**src/rtl/l2_arb_pkg.sv**
```systemverilog
// Shared types and default widths for the L2 port arbiter.
// The round-robin grant policy is enabled with L2_ARB_ROUND_ROBIN_EN.
package l2_arb_pkg;

    localparam int unsigned L2_ADDR_W = 32;
    localparam int unsigned L2_LINE_W = 256;

    typedef enum logic [1:0] {
        IDLE,
        SERVE_I,
        SERVE_D,
        RELEASE
    } arb_state_t;

    typedef enum logic {
        REQ_I,
        REQ_D
    } requester_t;

endpackage

```
**src/rtl/l2_arb_grant.sv**
```systemverilog
// Grant picker for the L2 arbiter: fixed D priority by default, or alternating
// round-robin on contention when L2_ARB_ROUND_ROBIN_EN is defined.
module l2_arb_grant
    import l2_arb_pkg::*;
(
`ifdef L2_ARB_ROUND_ROBIN_EN
    input  logic clk,
    input  logic reset,
`endif
    input  logic i_req,
    input  logic d_req,
    input  logic enable,
    output logic grant,
    output logic valid
);

    requester_t grant_sel;

`ifdef L2_ARB_ROUND_ROBIN_EN
    requester_t last_grant;

    // Starts at D so the first contested grant after reset goes to I.
    always_ff @(posedge clk) begin
        if (reset) begin
            last_grant <= REQ_D;
        end else if (valid) begin
            last_grant <= grant_sel;
        end
    end
`endif

    always_comb begin
        // NOTE: every output of a combinational block gets a default first so no latch is inferred.
        grant_sel = REQ_D;
        if (i_req && !d_req) begin
            grant_sel = REQ_I;
        end else if (i_req && d_req) begin
`ifdef L2_ARB_ROUND_ROBIN_EN
            grant_sel = (last_grant == REQ_D) ? REQ_I : REQ_D;
`else
            grant_sel = REQ_D;
`endif
        end
    end

    assign valid = enable && (i_req || d_req);
    assign grant = (grant_sel == REQ_D);

endmodule

```
**src/rtl/l2_arbiter.sv**
```systemverilog
// Shares the unified L2 port between the L1 I-miss and D-miss paths.
// Define L2_ARB_ROUND_ROBIN_EN for alternating grants on contention.
module l2_arbiter
    import l2_arb_pkg::*;
#(
    parameter int unsigned ADDR_W = L2_ADDR_W,
    parameter int unsigned LINE_W = L2_LINE_W
) (
    input  logic              clk,
    input  logic              reset,
    input  logic              i_read,
    input  logic [ADDR_W-1:0] i_address,
    output logic [LINE_W-1:0] i_rdata,
    output logic              i_resp,
    input  logic              d_read,
    input  logic              d_write,
    input  logic [ADDR_W-1:0] d_address,
    input  logic [LINE_W-1:0] d_wdata,
    output logic [LINE_W-1:0] d_rdata,
    output logic              d_resp,
    output logic              l2_read,
    output logic              l2_write,
    output logic [ADDR_W-1:0] l2_address,
    output logic [LINE_W-1:0] l2_wdata,
    input  logic [LINE_W-1:0] l2_rdata,
    input  logic              l2_resp
);

    arb_state_t state, state_next;
    logic       op_write;
    logic       grant_d;
    logic       grant_valid;

    l2_arb_grant u_grant (
`ifdef L2_ARB_ROUND_ROBIN_EN
        .clk    (clk),
        .reset  (reset),
`endif
        .i_req  (i_read),
        .d_req  (d_read || d_write),
        .enable (state == IDLE),
        .grant  (grant_d),
        .valid  (grant_valid)
    );

    always_ff @(posedge clk) begin
        // NOTE: registers use non-blocking assignments so every flop samples pre-edge values.
        if (reset) begin
            state <= IDLE;
        end else begin
            state <= state_next;
        end
    end

    always_comb begin
        state_next = state;
        unique case (state)
            IDLE:    if (grant_valid) state_next = grant_d ? SERVE_D : SERVE_I;
            SERVE_I: if (l2_resp) state_next = RELEASE;
            SERVE_D: if (l2_resp) state_next = RELEASE;
            RELEASE: state_next = IDLE;
            default: state_next = IDLE;
        endcase
    end

    // Request parameters are captured on the grant edge; both-read-and-write is a write.
    always_ff @(posedge clk) begin
        // NOTE: the transaction latch is a handful of flops, not a memory, so it is reset to 0.
        if (reset) begin
            l2_address <= '0;
            l2_wdata   <= '0;
            op_write   <= 1'b0;
        end else if (grant_valid) begin
            l2_address <= grant_d ? d_address : i_address;
            l2_wdata   <= d_wdata;
            op_write   <= grant_d && d_write;
        end
    end

    always_comb begin
        l2_read  = 1'b0;
        l2_write = 1'b0;
        i_resp   = 1'b0;
        d_resp   = 1'b0;
        i_rdata  = '0;
        d_rdata  = '0;
        unique case (state)
            SERVE_I: begin
                l2_read  = !op_write;
                l2_write = op_write;
                i_resp   = l2_resp;
                i_rdata  = l2_rdata;
            end
            SERVE_D: begin
                l2_read  = !op_write;
                l2_write = op_write;
                d_resp   = l2_resp;
                d_rdata  = l2_rdata;
            end
            default: ;
        endcase
    end

endmodule
```
**config.mk**
```make
export PLATFORM = sky130hd
export DESIGN_NAME = l2_arbiter
export DESIGN_NICKNAME = d
export VERILOG_FILES = /design/src/rtl/l2_arb_pkg.sv /design/src/rtl/l2_arb_grant.sv /design/src/rtl/l2_arbiter.sv
export SDC_FILE = /design/constraint.sdc
export NUM_CORES = 1
export LEC_CHECK = 0
export ABC_AREA = 1
export CAP_MARGIN = 10
export CORE_AREA = 2 2 535 537
export CTS_BUF_LIST = sky130_fd_sc_hd__clkbuf_16
export CTS_CLUSTER_DIAMETER = 40
export DETAILED_ROUTE_END_ITERATION = 12
export DIE_AREA = 0 0 537 539
export PLACE_DENSITY = 0.32
export RECOVER_POWER = 25
export SYNTH_ARGS = -nofsm -noshare
export SYNTH_HDL_FRONTEND = slang
export SYNTH_HIERARCHICAL = 1
export SYNTH_SLANG_ARGS = --single-unit
```
**constraint.sdc**
```tcl
create_clock -name clk -period 2.1 [get_ports clk]
set_clock_uncertainty 0.05 [all_clocks]
set_input_delay 0.42 -clock clk [delete_from_list [all_inputs] [get_ports clk]]
set_output_delay 0.42 -clock clk [all_outputs]
set_load 0.01 [all_outputs]
```
==> Word-level counts from Yosys, hierarchy flattened <==
Cells that the tools add are included.
{ "word_totals": {"reg_bits": 291, "input_bits": 582, "out_inout_bits": 804, "elab_cells": 31} }
{ "classes": {"eq_ne": 5, "n_mux": 12, "reduce_logical": 10} }
{ "op_table": {"columns": ["cell", "n"], "rows": [
  ["$mux W256", 2],
  ["$mux W32", 1],
  ["$mux W2", 3],
  ["$pmux W2 S3", 1],
  ["$mux W1", 5],
  ["$eq A2 B2 Y1 const B", 2],
  ["$logic_and A1 B1 Y1", 3],
  ["$eq A2 B1 Y1 const B", 1],
  ["$logic_not A1 Y1", 2],
  ["$logic_not A2 Y1", 1],
  ["$logic_or A1 B1 Y1", 2],
  ["$ne A2 B1 Y1 const B", 1],
  ["$ne A2 B2 Y1 const B", 1],
  ["$reduce_and A2 Y1", 1],
  ["$reduce_or A2 Y1", 1]
]} }

==> Longest topological paths before layout <==
{ "depth": {"depth_word": 6, "depth_mapped": 12, "mapped_depth_nobuf": 10} }

==> Hierarchy <==
Netlist, hierarchy kept.
{ "by_module_without_submodules": {"columns": ["mod", "n_inst", "cells_per_inst", "area_each_um2", "seq_area_each_um2"], "rows": [
  ["l2_arbiter", 1, 2504, 14855.5, 5825.6],
  ["l2_arb_grant", 1, 5, 18.8, 0.0]
]} }

==> Worst setup path before layout <==
Ideal clock, no wire load.
{ "synth_timing": {"kind": "input-to-reg", "startpoint": "input d_write", "endpoint": "register l2_wdata[125]", "setup_time_ns": 0.064, "arrival_ns": 1.538, "t_required_ns": 1.986, "setup_slack_ns": 0.448, "stages": 10, "n_path_buf": 4, "path_cell_list": "or2_2 > nor2_1 > nor2_1 > buf_6 > buf_6 > inv_6 > buf_6 > buf_6 > nor2_1 > nor2_1"} }
{ "synth_via": {"elab_chain_cells": 3} }
{ "synth_rtl": {"columns": ["element", "line_no", "text"], "rows": [
  ["start, declared", "l2_arbiter.sv:16", "input logic d_write,"],
  ["$logic_or A1 B1 Y1", "l2_arbiter.sv:40", ".d_req (d_read || d_write),"],
  ["$logic_or A1 B1 Y1", "l2_arb_grant.sv:46", "assign valid = enable && (i_req || d_req);"],
  ["$logic_and A1 B1 Y1", "l2_arb_grant.sv:46", null],
  ["net grant_valid", "l2_arbiter.sv:32", "logic grant_valid;"],
  ["end signal, assigned", "l2_arbiter.sv:75", "l2_wdata <= d_wdata;"],
  ["end, declared", "l2_arbiter.sv:24", "output logic [LINE_W-1:0] l2_wdata,"]
]} }
The timed path passes the listed nets, and every way through them passes these cells.
A chain may end at the register's enable or synchronous reset.

==> Worst setup path after layout <==
{ "layout_timing": {"startpoint": "register state[0]", "endpoint": "output d_rdata[18]"} }
{ "layout_via": {"elab_chain_cells": 2} }
{ "layout_rtl": {"columns": ["element", "line_no", "text"], "rows": [
  ["start, declared", "l2_arbiter.sv:29", "arb_state_t state, state_next;"],
  ["start signal, assigned", "l2_arbiter.sv:51", "state <= state_next;"],
  ["$eq A2 B2 Y1", "l2_arbiter.sv:87", "unique case (state)"],
  ["$mux W256", "l2_arbiter.sv:87", null],
  ["end, declared", "l2_arbiter.sv:19", "output logic [LINE_W-1:0] d_rdata,"]
]} }
Every way passes these cells.

==> impl_metrics.json <==
{
  "syn-num-nets": 3094,
  "hold_buffers": 0,
  "end_kind": "primary output",
  "ioPinCount": 1386,
  "fmax_ghz": 0.345,
  "dieArea_um2": 289000,
  "vias": 22136,
  "worst_slew_pin_slew_ns": 0.591,
  "fin_crit_ns": 2.90,
  "p_int_w": 0.0272,
  "rows": 196,
  "grt_start_max_net_pins": 99,
  "r2r_end": "l2_address[10]",
  "start_kind": "flop",
  "die_h_um": 539,
  "ys_types": 18,
  "synth_warnings": 6,
  "p_clk_frac": 0.232,
  "numCtsBuffers": 68,
  "clkLatencyLatePin_ns": 0.62,
  "antenna_left": 0,
  "grt_overflow": 0,
  "portBuffers": 1385,
  "setup_viol": 746,
  "critPathArrivalTime_ns": 2.43,
  "dpl_cell_area_um2": 34400,
  "vdd_drop_max_uv": 787,
  "cts-root-buf": "clkbuf_16",
  "hold_class": "in2reg",
  "drive_above_1_share": 0.225,
  "synthToLayoutAreaGrowth_pct": 160,
  "path_clk_slew_ns": 0.05,
  "dpl.hpwl_um": 169000,
  "start_util": 0.0524,
  "drc": 0,
  "via_per_inst": 2.79,
  "cap_violations": 0,
  "cts_sinks": 291,
  "violations": "setup timing",
  "avgSynthCellArea_um2": 5.93,
  "grt_usage": 0.128,
  "crit_path_end": "d_rdata[18]",
  "drt_first_pass_iters": 5,
  "globalplace.congestion": 0.925,
  "r2r.worst_path.cells": 12,
  "grt_pass1_wl_um": 240000,
  "synthXorXnorAreaFrac": 0,
  "yosys-top-cells-area": "dfxtp_1, nand2_1, nor2_1",
  "rsz0062_at_grt": "true",
  "max-slew-margin-rel": 0.607,
  "cp-startpoint": "state[0]",
  "finalWorstSetupSlack_ns": -0.800,
  "p_switching_w": 0.0202,
  "fp.dieW_um": 537,
  "crit_type": "reg2out",
  "cts_tree": "built",
  "nNetsFinal": 4689,
  "grt_pass1_vias": 21956,
  "ys_ff_latch": 291,
  "fill_cells": 32812,
  "synth_top_area_cell": "dfxtp_1",
  "p_leak_nw": 19.5,
  "p_comb_frac": 0.575,
  "drt_iter0_drc": 1011,
  "mostFrequentLayoutCells": "clkdlybuf4s50_1, nor2_1, nand2_1, inv_1, dfxtp_1",
  "reg2reg_slack_ns": -0.08,
  "fin_crit_sh": 1.38,
  "setup_tns_ns": -298.25,
  "wire_per_inst_um": 24.6,
  "synth-simple-area-share": 0.315,
  "synth_top_family_by_area": "simple AND/OR/NAND/NOR gates",
  "htreeDepth": 3,
  "finalMaxSlewViolations": 0,
  "seq_power_share": 0.193,
  "power.density_nw_per_um2": 1230,
  "clockBufferDepth": 3,
  "status": "finished with violations",
  "final_area_um2": 38700,
  "synth_fa_ha_area_frac": 0.00252,
  "crit_required_ns": 1.63,
  "routed_wl_um": 195000,
  "switching_share": 0.426,
  "coreArea_um2": 284000,
  "r2r-start": "state[0]",
  "hold_viol": 0,
  "synth_area_um2": 14900,
  "crit_path_max_fanout": 13,
  "yosysTopAreaCellShare": 0.392,
  "synth_compound_area_frac": 0.0875,
  "antenna_found_initial": 132,
  "postSynthCellCount": 2509,
  "muxShareOfSynthArea": 0,
  "yosysSeqAreaShare": 0.392,
  "layout_commonest_cell": "clkdlybuf4s50_1"
}
## through the flow
step	total power (W)	std cells	utilization	setup WS, ns	hold slack, ns
3_5_place_dp	0.0341	7656	0.121	-0.451	0.434
6_report	0.0474	7941	0.136	-0.800	0.319
4_1_cts	0.0474	7836	0.133	-0.991	0.213
2_1_floorplan	0.0172	2509	-	0.448	0.436
5_1_grt	0.0507	7926	0.136	-0.915	0.265
3_3_place_gp	0.0344	7656	0.121	-0.443	0.425
## worst max-delay path: stages, from the launching register on
cell,delay [ns]
dfxtp_4,0.36
inv_4,0.06
ha_4,0.22
buf_12,0.20
clkbuf_16,0.24
nand2_1,0.07
inv_1,0.05
clkdlybuf4s50_1,0.53
## routing by layer
metal | global-route usage | up-vias | wire length (um)
li1 | - | 10452 | -
met5 | 0 | - | 115
met3 | 0.0720 | 313 | 25700
met1 | 0.147 | 10048 | 78600
met2 | 0.202 | 1307 | 85500
met4 | 0.0340 | 16 | 5160
## synthesized netlist by cell type, drive strengths merged
master / instances
or2: 1
a21oi: 1
buf: 123
nand3: 32
ha: 3
inv: 556
dfxtp: 291
o21ai: 259
nor2: 584
clkbuf: 38
nand2: 621
## power by group through the flow
stage,Combinational (W),Clock [W],Sequential (W)
after CTS,0.0267,0.0115,0.00917
after global placement,0.0252,0,0.00916
after detailed placement,0.0250,0,0.00917
after floorplan,0.00748,0,0.00972
final,0.0273,0.0110,0.00913
after global routing,0.0297,0.0116,0.00941
## flip-flops by register name (all words and copies together), names as in the netlist
register / cells
l2_address: 32
state: 2
op_write: 1
l2_wdata: 256
## kinds of logic (layout without fill, tap and decap cells)
| kind of cell | count (synthesis) | count (layout) |
|---|---|---|
| and+or+nand+nor | 1238 | 1238 |
| buffers and inverters | 717 | 2364 |
| DFF | 291 | 291 |
| AOI/OAI and AO/OA | 260 | 260 |
| adders and majority gates | 3 | 3 |
| other | 0 | 23 |
## cell type report
cell class	count	area (um^2)	area share
well taps	3762	4710	0.122
multi-input cells	1501	6550	0.169
inverters	556	2100	0.0544
clock buffers	68	1700	0.0440
diodes	23	57.6	0.00149
repair buffers	1686	17100	0.443
clock inverters	54	588	0.0152
flip-flops and latches	291	5830	0.151
## timing repair
item	4_1_cts	5_1_grt
cloned	9	9
pin swaps	5	1
resized for setup	645	807
setup buffers	50	82
endpoints found under the setup margin	728	807
## worst min-delay path by stage
stage / from / end / slack, ns / depth (start not counted)
2_1_floorplan: op_write / op_write / 0.44 / 2
3_3_place_gp: l2_wdata[35] / l2_wdata[35] / 0.43 / 2
4_1_cts: d_wdata[203] / l2_wdata[203] / 0.21 / 3
5_1_grt: d_wdata[92] / l2_wdata[92] / 0.26 / 3
3_5_place_dp: l2_wdata[160] / l2_wdata[160] / 0.43 / 2
6_report: d_wdata[92] / l2_wdata[92] / 0.32 / 3
(Power assumes the default switching activity.)
